File: config.mk
export PLATFORM = sky130hd
export DESIGN_NAME = effect_frame_sequencer
export DESIGN_NICKNAME = d
export VERILOG_FILES = /design/src/rtl/audio_pkg.sv /design/src/rtl/fx_wait_timer.sv /design/src/rtl/effect_frame_sequencer.sv
export SDC_FILE = /design/constraint.sdc
export NUM_CORES = 1
export LEC_CHECK = 0
export CAP_MARGIN = 20
export CORE_ASPECT_RATIO = 0.8
export CORE_MARGIN = 2
export CORE_UTILIZATION = 49
export DETAILED_ROUTE_END_ITERATION = 7
export GPL_ROUTABILITY_DRIVEN = 0
export PLACE_DENSITY_LB_ADDON = 0.15
export SLEW_MARGIN = 15
export SYNTH_ARGS = -nofsm -noshare
export SYNTH_HDL_FRONTEND = slang
export SYNTH_SLANG_ARGS = --single-unit
File: constraint.sdc
create_clock -name clk_i -period 4.6 [get_ports clk_i]
set_input_delay 1.15 -clock clk_i [delete_from_list [all_inputs] [get_ports clk_i]]
set_output_delay 1.15 -clock clk_i [all_outputs]
set_load 0.02 [all_outputs]
File: src/rtl/audio_pkg.sv
// Shared audio types: sample format, frame sequencer states and default frame size.
package audio_pkg;

  typedef logic signed [15:0] sample_t;

  typedef enum logic [2:0] {
    StIdle,
    StFetch,
    StLoad,
    StIssue,
    StWaitDone,
    StWrite,
    StFinish
  } fsm_state_e;

  localparam int unsigned FrameLenDefault = 1000;

endpackage : audio_pkg

File: src/rtl/fx_wait_timer.sv
// Loadable down-counter; expired_o is high once the count has reached zero.
module fx_wait_timer #(
  parameter int unsigned CntW = 4
) (
  input  logic            clk_i,
  input  logic            rst_i,
  input  logic            load_i,
  input  logic [CntW-1:0] load_val_i,
  input  logic            en_i,
  output logic            expired_o
);

  logic [CntW-1:0] cnt_q, cnt_d;

  // Load wins over counting; the count parks at zero.
  always_comb begin
    cnt_d = cnt_q;
    if (load_i) begin
      cnt_d = load_val_i;
    end else if (en_i && (cnt_q != '0)) begin
      cnt_d = cnt_q - CntW'(1);
    end
  end

  // Count register.
  always_ff @(posedge clk_i or posedge rst_i) begin
    if (rst_i) begin
      cnt_q <= '0;
    end else begin
      cnt_q <= cnt_d;
    end
  end

  assign expired_o = (cnt_q == '0);

endmodule : fx_wait_timer

File: src/rtl/effect_frame_sequencer.sv
// Streams one frame of samples through an external effect block, one sample at a time,
// substituting the dry sample when the effect fails to answer in time.
module effect_frame_sequencer
  import audio_pkg::*;
#(
  parameter int unsigned FRAME_LEN    = FrameLenDefault,
  parameter int unsigned ADDR_W       = 10,
  parameter int unsigned DONE_TIMEOUT = 15
) (
  input  logic                clk_i,
  input  logic                rst_i,
  input  logic                frame_go_i,
  output logic                frame_busy_o,
  output logic                frame_done_o,
  output logic [ADDR_W-1:0]   rd_addr_o,
  input  logic signed [15:0]  rd_data_i,
  output logic                fx_start_o,
  output logic signed [15:0]  fx_in_o,
  input  logic                fx_done_i,
  input  logic signed [15:0]  fx_out_i,
  output logic                wr_en_o,
  output logic [ADDR_W-1:0]   wr_addr_o,
  output logic signed [15:0]  wr_data_o,
  output logic [ADDR_W:0]     timeout_cnt_o
);

  localparam int unsigned TmrW = $clog2(DONE_TIMEOUT + 1);
  localparam logic [ADDR_W-1:0] LastIdx = ADDR_W'(FRAME_LEN - 1);
  localparam logic [ADDR_W:0] TcntMax = (ADDR_W + 1)'(FRAME_LEN);

  fsm_state_e        state_q, state_d;
  logic [ADDR_W-1:0] idx_q, idx_d;
  sample_t           fx_in_q, fx_in_d;
  sample_t           wr_data_q, wr_data_d;
  logic [ADDR_W:0]   tcnt_q, tcnt_d;
  logic              tmr_load, tmr_en, tmr_expired;

  // Expiry lands on the DONE_TIMEOUT-th WAIT_DONE cycle, so load one less than the limit.
  fx_wait_timer #(
    .CntW (TmrW)
  ) u_fx_wait_timer (
    .clk_i      (clk_i),
    .rst_i      (rst_i),
    .load_i     (tmr_load),
    .load_val_i (TmrW'(DONE_TIMEOUT - 1)),
    .en_i       (tmr_en),
    .expired_o  (tmr_expired)
  );

  // Next-state and datapath update; FX_DONE is only looked at in WAIT_DONE.
  always_comb begin
    state_d   = state_q;
    idx_d     = idx_q;
    fx_in_d   = fx_in_q;
    wr_data_d = wr_data_q;
    tcnt_d    = tcnt_q;
    tmr_load  = 1'b0;
    tmr_en    = 1'b0;
    unique case (state_q)
      StIdle: begin
        if (frame_go_i) begin
          idx_d   = '0;
          tcnt_d  = '0;
          state_d = StFetch;
        end
      end
      StFetch: state_d = StLoad;
      StLoad: begin
        fx_in_d = rd_data_i;
        state_d = StIssue;
      end
      StIssue: begin
        tmr_load = 1'b1;
        state_d  = StWaitDone;
      end
      StWaitDone: begin
        tmr_en = 1'b1;
        // A reply arriving on the expiry cycle still counts as a reply.
        if (fx_done_i) begin
          wr_data_d = fx_out_i;
          state_d   = StWrite;
        end else if (tmr_expired) begin
          wr_data_d = fx_in_q;
          if (tcnt_q < TcntMax) begin
            tcnt_d = tcnt_q + (ADDR_W + 1)'(1);
          end
          state_d = StWrite;
        end
      end
      StWrite: begin
        if (idx_q == LastIdx) begin
          state_d = StFinish;
        end else begin
          idx_d   = idx_q + ADDR_W'(1);
          state_d = StFetch;
        end
      end
      StFinish: state_d = StIdle;
      default:  state_d = StIdle;
    endcase
  end

  // State and datapath registers.
  always_ff @(posedge clk_i or posedge rst_i) begin
    if (rst_i) begin
      state_q   <= StIdle;
      idx_q     <= '0;
      fx_in_q   <= '0;
      wr_data_q <= '0;
      tcnt_q    <= '0;
    end else begin
      state_q   <= state_d;
      idx_q     <= idx_d;
      fx_in_q   <= fx_in_d;
      wr_data_q <= wr_data_d;
      tcnt_q    <= tcnt_d;
    end
  end

  assign frame_busy_o  = (state_q != StIdle);
  assign frame_done_o  = (state_q == StFinish);
  assign fx_start_o    = (state_q == StIssue);
  assign wr_en_o       = (state_q == StWrite);
  assign rd_addr_o     = idx_q;
  assign wr_addr_o     = idx_q;
  assign fx_in_o       = fx_in_q;
  assign wr_data_o     = wr_data_q;
  assign timeout_cnt_o = tcnt_q;

endmodule : effect_frame_sequencer

[After elaboration in Yosys (flattened, before gate mapping)]
Index checks and enable logic that the tools add are counted.
Operators by class
  reductions and logical operators: 13
  $add $sub $neg: 3
  muxes and demuxes: 19
  equality and inequality tests: 13
  $lt $le $gt $ge: 1
Operators by type and width (number)
  two-way mux 11 bit: 4
  two-way mux 16 bit: 2
  case mux 11 bit (2 select lines): 1
  two-way mux 10 bit: 2
  case mux 10 bit (2 select lines): 1
  case mux 3 bit (6 select lines): 1
  two-way mux 3 bit: 4
  adder 11 x 1 -> 11 bit, second input constant: 1
  less-than comparator 11 x 10 -> 1 bit, second input constant: 1
  adder 10 x 1 -> 10 bit, second input constant: 1
  equality test 10 bit, second input constant: 1
  inequality test 2 bit, second input constant: 5
  equality test 3 bit, second input constant: 3
  two-way mux 4 bit: 2
  nonzero test 2 bit: 4
  equality test 3 x 2 -> 1 bit, second input constant: 2
  AND reduction 5 bit: 1
  zero test 4 bit: 1
  AND reduction 2 bit: 2
  nonzero test 4 bit: 1
  subtractor 4 x 1 -> 4 bit, second input constant: 1
  equality test 3 x 1 -> 1 bit, second input constant: 1
  zero test 3 bit: 1
  inequality test 3 bit, second input constant: 1
  4 further kinds: 5
Word-level totals
  output and inout port bits: 67
  bits of input ports: 36
  register bits after elaboration: 60

[Logic depth before layout (Yosys ltp)]
Gate-level depths: netlist of the first run.
  depth in word-level cells: 5
  depth in mapped cells: 7

[Modules after synthesis]
From an unflattened synthesis of the first run, not the netlist that was laid out.
Second synthesis, totals
  cells, all modules: 273
  area total of the unflattened synthesis: 2980.4 µm²
Modules (own cells, without submodules)
  effect_frame_sequencer: cells an instance 245, area an instance 2718.9 µm², times used 1
  fx_wait_timer: cells an instance 28, area an instance 261.5 µm², times used 1

[Least setup slack after synthesis of the first run]
OpenSTA, ideal clock, no wires.
  path kind: input to register
  start: input port frame_go_i
  end: register idx_q[9] (netlist: rd_addr_o[9])
  setup time: 0.120 ns
  buffers on the path: 1
  arrival: 2.400 ns
  setup slack: 2.080 ns
  stages on the path: 5
  cells stage by stage: or4b_1 buf_6 a2111oi_4 a31oi_1 a41o_1
On the way
  word-level cells in the longest chain between the ends: 2
RTL lines
  start: declaration: line effect_frame_sequencer.sv:12  | input logic frame_go_i,
  inequality test 2 bit (no source line)
  AND reduction 3 bit (no source line)
  end signal: assignment: line effect_frame_sequencer.sv:113  | idx_q <= idx_d;
  end: declaration: line effect_frame_sequencer.sv:32  | logic [ADDR_W-1:0] idx_q, idx_d;
Every way passes these cells.
A chain may end at the register's enable or synchronous reset.

[Worst setup path after layout of the first run]
  start: register state_q[1]
  end: output port wr_en_o
On the way
  word-level cells in the longest chain between the ends: 1
RTL lines
  start: declaration: line effect_frame_sequencer.sv:31  | fsm_state_e state_q, state_d;
  start signal: assignment: line effect_frame_sequencer.sv:106  | state_q <= StIdle;
  start signal: assignment: line effect_frame_sequencer.sv:112  | state_q <= state_d;
  equality test 3 bit: line effect_frame_sequencer.sv:123  | assign wr_en_o = (state_q == StWrite);
  end: declaration: line effect_frame_sequencer.sv:21  | output logic wr_en_o,
Every way passes these cells.

==> metrics.md, run 1 <==
| Metric | Value |
|---|---|
| Commonest non-fill, non-tap cell in the layout | `clkdlybuf4s50_1` |
| Area of the die | `0.00676 mm2` |
| Die width | `roughly 90 um` |
| PortBufs | `a little over 100` |
| Final #Nets | `a little over 400` |
| Pin count of the biggest net entering global routing | `48` |
| Status | `finished, final reports clean` |
| Post-synth EDFFs | `0` |
| WL/cell | `between 15 and 20 um` |
| Slew HR | `39.5%` |
| Design Power | `2.26 mW` |
| Mapped Cells | `281` |
| Worst-path clk slew | `~0.060 ns` |
| Synth Warn # | `0` |
| Fin crit period | `around 3.4 ns` |
| Crit path to | `wr_en_o` |
| Met2 Use GR | `35.8%` |
| Boundary Pins | `103` |
| HPWL after DPL | `between 5000 and 6000 um` |
| VDD IR max | `~290 uV` |
| Hold WC Path Type | `register to register` |
| H-tree lvl count | `3` |
| Post-synthesis sequential area ratio | `roughly 50%` |
| Vias/cell | `about 5.3` |
| Finished Core Util | `a little under three quarters` |
| Clock Latency Late Sink | `0.33 ns` |
| GRT busiest layer | `met2` |
| Crit Path Class | `register to output pin` |
| Postcts setup bufs | `0` |
| Initial DRC Count | `140` |
| Antenna viol nets, final | `0` |
| Initial antenna violation count | `0` |
| Row count | `25` |
| Routed vias | `between 2,000 and 2,500` |
| PD cells | `532 mW/mm2` |
| First drt pass iteration count | `4` |
| CP required | `approximately 3.5 ns` |
| Clock Path Buffers | `2` |
| R2R Path Start | `u_fx_wait_timer.cnt_q[0]` |
| Core area | `approximately 0.006 mm2` |
| WP data arrival | `roughly 2.2 ns` |
| Non-Filler Cell Area, Final | `approximately 0.0042 mm2` |
| Vias in the first global route | `2,361` |
| R2r worst-path depth | `6` |
| Largest cells by area after synthesis | `dfrtp_1 50%, mux2i_1 7.4%, mux2_2 6.8%, nand2_1 5.5%, o21ai_0 3.2%` |
| RR Endpoint | `timeout_cnt_o[8]` |
| Number of setup violations in the final report | `0` |
| Most frequent cells in the layout | `102 x clkdlybuf4s50_1, 60 x dfrtp_1, 44 x nand2_1` |
| Drc violations | `0` |
| # diodes | `0` |
| Synthesized area | `0.00300 mm2` |
| M1 GR Usage | `a little under 30%` |
| TritonCTS clock tree | `done` |
| Async SR Flop Fraction | `100%` |
| Die H | `73.9 um` |
| Yosys top cell area share | `between 50% and 60%` |
| CTS resizes | `0` |
| Lkg Pwr | `roughly 1.8 nW` |
| Fill cell count | `~450` |
| Flop2flop setup slack | `2.08 ns` |
| Hold Worst Slack | `0.484 ns` |
| Crit. End Element | `output pin` |
| Initial Utilization | `between 50 and 60%` |
| First-pass GRT wire length | `around 12,000 um` |
| Critical Path Start | `state_q[1]` |
| Fmax | `between 200 and 300 MHz` |
| CTS Root Cell | `clkbuf_8` |
| GRT overflow | `0` |
| CTS buffer count | `9` |
| Total global-route track usage | `22.0%` |
| Clk sinks | `60` |
| Crit path max fanout | `9` |
| Fin Setup TNS | `0 ns` |
| Register bit total from synthesis | `60` |
| Mean post-synth cell area | `approximately 11 um2` |
| Routed wire length | `roughly 7000 um` |
| Final Hold Fails | `0` |
| Post-synthesis cell type count | `between 40 and 50` |
| Startpoint Class | `register` |
| Post-synth net total | `320` |
| Layout cells sized above 1 | `about an eighth` |
| Area Overhead vs Synth | `41.6%` |
| RSZ-0062 raised after global routing | `no` |
| Slew @ Worst Pin | `roughly 0.90 ns` |
| Final max-slew violation count | `0` |
| Met3 Use GR | `under 10%` |
| Maxcap violations | `0` |
| Leading area contributor after synthesis | `dfrtp_1` |
| Clk_skew | `between 0.007 and 0.008 ns` |
| Primary FF master, synth | `dfrtp_1` |
| Dpl cell area | `~0.0040 mm2` |
| Tcrit/Tclk final | `about 73%` |
| Post-CTS Hold Buffers | `0` |
## routing by layer
| layer | vias to the layer above | wire [um] |
|---|---|---|
| met5 | - | 0 |
| met4 | 0 | 44 |
| met3 | 6 | 418 |
| met2 | 90 | 3540 |
| met1 | 1169 | 3120 |
| li1 | 1169 | - |
## synth_stat cells, drive strengths merged, types with 5 or more instances
| master | n |
|---|---|
| clkbuf | 6 |
| xnor2 | 5 |
| nand2 | 44 |
| mux2 | 18 |
| nor3 | 6 |
| o21ai | 23 |
| inv | 9 |
| nor2 | 12 |
| buf | 17 |
| nand3 | 6 |
| mux2i | 22 |
| dfrtp | 60 |
## worst min path at each step
stage | from | depth (start not counted) | to
after global routing | wr_data_o[12] | 2 | wr_data_o[12]
final | wr_data_o[4] | 2 | wr_data_o[4]
after floorplan | u_fx_wait_timer.cnt_q[1] | 2 | u_fx_wait_timer.cnt_q[1]
after global placement | wr_data_o[14] | 2 | wr_data_o[14]
after detailed placement | wr_data_o[12] | 2 | wr_data_o[12]
after CTS | wr_data_o[9] | 2 | wr_data_o[9]
## worst max-delay path, stage by stage (launching register included)
cell	delay (ns)
dfrtp_1	0.46
nand3b_1	0.49
inv_1	0.28
clkdlybuf4s50_1	0.64
## cell type report
type	count	area [um2]	area share (%)
well taps	81	101	2.39
clock inverters	4	47.5	1.12
repair buffers	107	1070	25.3
flip-flops and latches	60	1500	35.4
inverters	9	33.8	0.796
clock buffers	12	155	3.66
multi-input cells	189	1330	31.4
## registers in the layout, indices dropped and copies added (netlist names)
signal / cells
fx_in_o: 16
rd_addr_o: 10
state_q: 3
timeout_cnt_o: 11
u_fx_wait_timer.cnt_q: 4
wr_data_o: 16
## power breakdown
group	total (mW)	switching, mW	internal [mW]
logic	0.967	0.486	0.481
registers	0.815	0.123	0.692
clock network	0.476	0.198	0.278
## per-stage QoR
step	worst slack (ns)	instances
3_3_place_gp	1.30	445
2_1_floorplan	1.97	281
3_5_place_dp	1.22	445
5_1_grt	1.10	462
6_report	1.25	462
4_1_cts	1.23	461
## kinds of logic after synthesis
| family | synth area share (%) |
|---|---|
| compound gates | 11.8 |
| buf+inv | 5.89 |
| simple gates | 14.7 |
| flops | 50.1 |
| xor+xnor | 2.05 |
| fa+ha+maj | 1.25 |
| mux | 14.1 |
No activity file was read; power rests on OpenSTA's default activity.
==> inputs of run 2 (changes only) <==
--- a/config.mk
+++ b/config.mk
@@ -8,7 +8,7 @@
 export CAP_MARGIN = 20
 export CORE_ASPECT_RATIO = 0.8
 export CORE_MARGIN = 2
-export CORE_UTILIZATION = 49
+export CORE_UTILIZATION = 41
 export DETAILED_ROUTE_END_ITERATION = 7
 export GPL_ROUTABILITY_DRIVEN = 0
 export PLACE_DENSITY_LB_ADDON = 0.15
==> constraint.sdc (replaced) <==
create_clock -name clk_i -period 3 [get_ports clk_i]
set_input_delay 0.75 -clock clk_i [delete_from_list [all_inputs] [get_ports clk_i]]
set_output_delay 0.75 -clock clk_i [all_outputs]
set_load 0.02 [all_outputs]
==> metrics.md, run 2 (synthesis results as in run 1) <==
| Metric | Value |
|---|---|
| Crit path max fanout | `9` |
| Design Power | `about 3.4 mW` |
| Boundary Pins | `between 100 and 150` |
| Fill cell count | `between 500 and 600` |
| Worst path bufs/invs | `2` |
| Initial Utilization | `between 40% and 50%` |
| FF+latch area | `about 0.0015 mm2` |
| WL/cell | `around 15 um` |
| Routed vias | `approximately 2,400` |
| Hold WC Path Type | `register to register` |
| Initial DRC Count | `around 120` |
| Finished Core Util | `61.0%` |
| Clk_skew | `between 0.01 and 0.015 ns` |
| First drt pass iteration count | `4` |
| Non-Filler Cell Area, Final | `around 0.0043 mm2` |
| Hold Path Sink | `wr_data_o[8]` |
| Multi-input gate area | `about 0.0013 mm2` |
| Slew HR | `64.7%` |
| Drc violations | `0` |
| Commonest non-fill, non-tap cell in the layout | `clkdlybuf4s50_1` |
| Crit. End Element | `output pin` |
| Final max-slew violation count | `0` |
| Pin count of the biggest net entering global routing | `33` |
| Slowest CP cell | `clkdlybuf4s50_1` |
| GRT overflow | `0` |
| First-pass GRT wire length | `between 10,000 and 15,000 um` |
| Initial antenna violation count | `0` |
| HPWL after DPL | `5080 um` |
| Tcrit/Tclk final | `87.8%` |
| Area of the die | `0.00801 mm2` |
| Area Overhead vs Synth | `42.3%` |
| RR Endpoint | `timeout_cnt_o[8]` |
| PortBufs | `around 100` |
| VDD IR max | `563 uV` |
| Crit Path Class | `register to output pin` |
| PD cells | `just under 800 mW/mm2` |
| H-tree lvl count | `3` |
| Total global-route track usage | `a little under a fifth` |
| Number of setup violations in the final report | `0` |
| Antenna viol nets, final | `0` |
| Hold path cells | `2` |
| Fmax | `approximately 380 MHz` |
| Clk sinks | `60` |
| Postcts setup bufs | `0` |
| Die H | `around 80 um` |
| R2R Path Start | `u_fx_wait_timer.cnt_q[0]` |
| CP required | `about 2.3 ns` |
| Maxcap violations | `0` |
| Family with the most delay on the worst path | `buffers and inverters` |
| Dpl cell area | `between 0.004 and 0.005 mm2` |
| CTS Root Cell | `clkbuf_8` |
| Max stage delay on crit path | `a little over 0.6 ns` |
| Core area | `about 0.007 mm2` |
| CTS buffer count | `9` |
| Most frequent cells in the layout | `102 x clkdlybuf4s50_1, 60 x dfrtp_1, 44 x nand2_1` |
| Routed wire length | `between 6000 and 7000 um` |
| Status | `finished, final reports clean` |
| Clock Latency Late Sink | `0.34 ns` |
| Final Hold Fails | `0` |
| Fin Setup TNS | `0 ns` |
| # diodes | `0` |
| Row count | `27` |
| R2r worst-path depth | `6` |
| RSZ-0062 raised after global routing | `no` |
| WP data arrival | `~1.9 ns` |
| TritonCTS clock tree | `done` |
| Slew @ Worst Pin | `approximately 0.52 ns` |
| Worst Min Path Start | `wr_data_o[8]` |
| Post-CTS Hold Buffers | `0` |
| CP Cell Sequence | `nor2b_1 > nand2_1 > inv_1 > clkdlybuf4s50_1` |
| Vias/cell | `between 5 and 6` |
| Clock Path Buffers | `2` |
| Lkg Pwr | `around 1.8 nW` |
| Fin crit period | `2.63 ns` |
| Vias in the first global route | `approximately 2,400` |
| Startpoint Class | `register` |
| Flop2flop setup slack | `approximately 0.96 ns` |
| Worst-path clk slew | `about 0.07 ns` |
| Layout cells sized above 1 | `around 14%` |
| Final #Nets | `between 400 and 500` |
| Die width | `99.6 um` |
| CTS resizes | `0` |
-- run 2: stage by stage --
stage	std cells	setup slack (ns)	hold WS, ns
6_report	476	0.367	0.480
3_5_place_dp	460	0.354	0.469
5_1_grt	476	0.208	0.514
2_1_floorplan	281	0.765	0.490
3_3_place_gp	460	0.359	0.461
4_1_cts	476	0.331	0.485
-- run 2: how the worst max path moves through the flow --
stage / endpoint / slack (ns) / cells after the start / start
final: fx_start_o / 0.37 / 4 / state_q[1]
after global routing: fx_start_o / 0.21 / 4 / state_q[1]
after CTS: fx_start_o / 0.33 / 4 / state_q[1]
after detailed placement: rd_addr_o[9] / 0.35 / 5 / frame_go_i
after global placement: rd_addr_o[0] / 0.36 / 5 / frame_go_i
after floorplan: fx_in_o[0] / 0.77 / 1 / rst_i
-- run 2: tightest hold or removal path: cells and delay by family, from the launching register on --
kind | cells | cell delay (ns)
DFF | 1 | 0.34
and+or+nand+nor | 1 | 0.04
AOI/OAI and AO/OA | 1 | 0.06
-- run 2: where the power goes --
part           switching [mW]  leakage [nW]  internal (mW)
Combinational           0.740         0.935          0.756
Sequential              0.193         0.763           1.06
Clock                   0.343        0.0779          0.301
Total                    1.28          1.78           2.12
-- run 2: layer usage --
layer | GRT usage (%) | routed length, um | vias up
met4 | 5.48 | 46 | 0
met1 | 24.6 | 3220 | 1163
met3 | 7.22 | 436 | 5
li1 | - | - | 1184
met2 | 28.8 | 3280 | 64
met5 | 0 | 0 | -
-- run 2: layout make-up --
cell class                 instances  area share (%)
timing repair buffer             115            26.2
multi-input combinational        189            31.1
clock inverter                     7            1.23
inverter                           9           0.792
clock buffer                       9            2.91
sequential                        60            35.2
tap                               87            2.55
==> inputs of run 3 (changes only) <==
--- a/config.mk
+++ b/config.mk
@@ -8,8 +8,9 @@
 export CAP_MARGIN = 20
 export CORE_ASPECT_RATIO = 0.8
 export CORE_MARGIN = 2
-export CORE_UTILIZATION = 41
+export CORE_UTILIZATION = 57
 export DETAILED_ROUTE_END_ITERATION = 7
+export DONT_BUFFER_PORTS = 1
 export GPL_ROUTABILITY_DRIVEN = 0
 export PLACE_DENSITY_LB_ADDON = 0.15
 export SLEW_MARGIN = 15
==> metrics.md, run 3 (synthesis results as in run 1) <==
| Metric | Value |
|---|---|
| Status | `finished, final reports clean` |
| Final Hold Fails | `0` |
| Routed wl met3 | `502 um` |
| # diodes | `0` |
| Clk sinks | `60` |
| Crit path max fanout | `9` |
| Fin Setup TNS | `0 ns` |
| RSZ-0062 raised after global routing | `no` |
| Vias/cell | `5.86` |
| Die width | `85.1 um` |
| CTS resizes | `0` |
| Final max-slew violation count | `0` |
| Clk_skew | `between 0.005 and 0.006 ns` |
| HPWL after DPL | `between 4000 and 5000 um` |
| Design Power | `approximately 2.9 mW` |
| Layout cells sized above 1 | `around 17%` |
| Initial DRC Count | `77` |
| CP required | `roughly 2.3 ns` |
| Area of the die | `about 0.006 mm2` |
| Number of setup violations in the final report | `0` |
| CTS buffer count | `9` |
| Slew @ Worst Pin | `about 0.8 ns` |
| Fmax | `415 MHz` |
| Pin count of the biggest net entering global routing | `33` |
| Antenna viol nets, final | `0` |
| Commonest non-fill, non-tap cell in the layout | `dfrtp_1` |
| Routed vias | `approximately 2,000` |
| Total global-route track usage | `between 20% and 30%` |
| H-tree lvl count | `3` |
| Post-CTS Hold Buffers | `0` |
| Dpl cell area | `0.00298 mm2` |
| Row count | `23` |
| Non-Filler Cell Area, Final | `0.00318 mm2` |
| Postcts setup bufs | `0` |
| Lkg Pwr | `1.38 nW` |
| Worst-path clk slew | `~0.07 ns` |
| Pre-CTS setup slack | `about 0.76 ns` |
| Initial antenna violation count | `0` |
| Placed cells | `approximately 330` |
| Vias in the first global route | `1,833` |
| Boundary Pins | `approximately 100` |
| Slew HR | `~48%` |
| Final std cells w/o fill | `340` |
| Startpoint Class | `register` |
| Crit. End Element | `output pin` |
| Initial Utilization | `59.5%` |
| Tcrit/Tclk final | `80.4%` |
| PD cells | `921 mW/mm2` |
| Area Overhead vs Synth | `6.22%` |
| Fill cell count | `399` |
| WL/cell | `between 15 and 20 um` |
| Core area | `0.00504 mm2` |
| M1 WL | `2750 um` |
| Top layer in use | `met4` |
| Routed wire length | `about 6000 um` |
| Clock Path Buffers | `2` |
| Drc violations | `0` |
| Clock Latency Late Sink | `between 0.3 and 0.4 ns` |
| First drt pass iteration count | `4` |
| PortBufs | `0` |
| First-pass GRT wire length | `9070 um` |
| Final #Nets | `about 310` |
| Hold WC Path Type | `primary input to async pin` |
| Die H | `around 69 um` |
| Most frequent cells in the layout | `60 x dfrtp_1, 44 x nand2_1, 22 x mux2i_1` |
| WL met2 | `2520 um` |
| Fin crit period | `2.41 ns` |
| WP data arrival | `approximately 1.7 ns` |
| CTS Root Cell | `clkbuf_8` |
| TritonCTS clock tree | `done` |
| Crit Path Class | `register to output pin` |
| Maxcap violations | `0` |
| Slack of the critical path | `0.588 ns` |
| GRT overflow | `0` |
| VDD IR max | `~530 uV` |
run 3: layout make-up:
type | count | area [um2] | share of cell area, %
Inverter | 9 | 33.8 | 1.06
Sequential cell | 60 | 1500 | 47.2
Multi-Input combinational cell | 189 | 1330 | 41.8
Tap cell | 62 | 77.6 | 2.44
Clock buffer | 10 | 138 | 4.33
Clock inverter | 5 | 52.6 | 1.65
Timing Repair Buffer | 5 | 50.0 | 1.57
run 3: metal layers:
layer	global-route usage, %	vias up
met5	0	-
met4	8.93	0
met3	8.93	13
met2	27.4	78
met1	28.4	939
li1	-	962
run 3: through the flow:
stage          hold slack [ns]  util (%)
5_1_grt                  0.412      63.2
4_1_cts                  0.388      63.0
3_3_place_gp             0.509      59.3
3_5_place_dp             0.526      59.3
2_1_floorplan            0.490         -
6_report                 0.372      63.2
run 3: worst max-delay path: stages (launching register included):
cell and delay, ns:
dfrtp_1 0.46, nand3b_1 0.47, inv_1 0.39
run 3: path summary, 6_finish.rpt:
| path | cells past startpoint | endpoint | slack, ns | startpoint |
|---|---|---|---|---|
| max in group asynchronous | 2 | timeout_cnt_o[9] | 2.02 | rst_i |
| worst max-delay path | 2 | wr_en_o | 0.59 | state_q[1] |
| worst max register to register | 6 | timeout_cnt_o[8] | 0.75 | u_fx_wait_timer.cnt_q[0] |
| worst min register to register | 2 | u_fx_wait_timer.cnt_q[1] | 0.54 | u_fx_wait_timer.cnt_q[1] |
| worst min-delay path | 1 | fx_in_o[15] | 0.37 | rst_i |
| min in group clk_i | 2 | u_fx_wait_timer.cnt_q[1] | 0.54 | u_fx_wait_timer.cnt_q[1] |
run 3: power by group:
part           internal (mW)  total (mW)  switching (mW)
Sequential              1.06        1.56           0.499
Combinational          0.314       0.666           0.351
Clock                  0.397       0.708           0.311
Total                   1.77        2.93            1.16
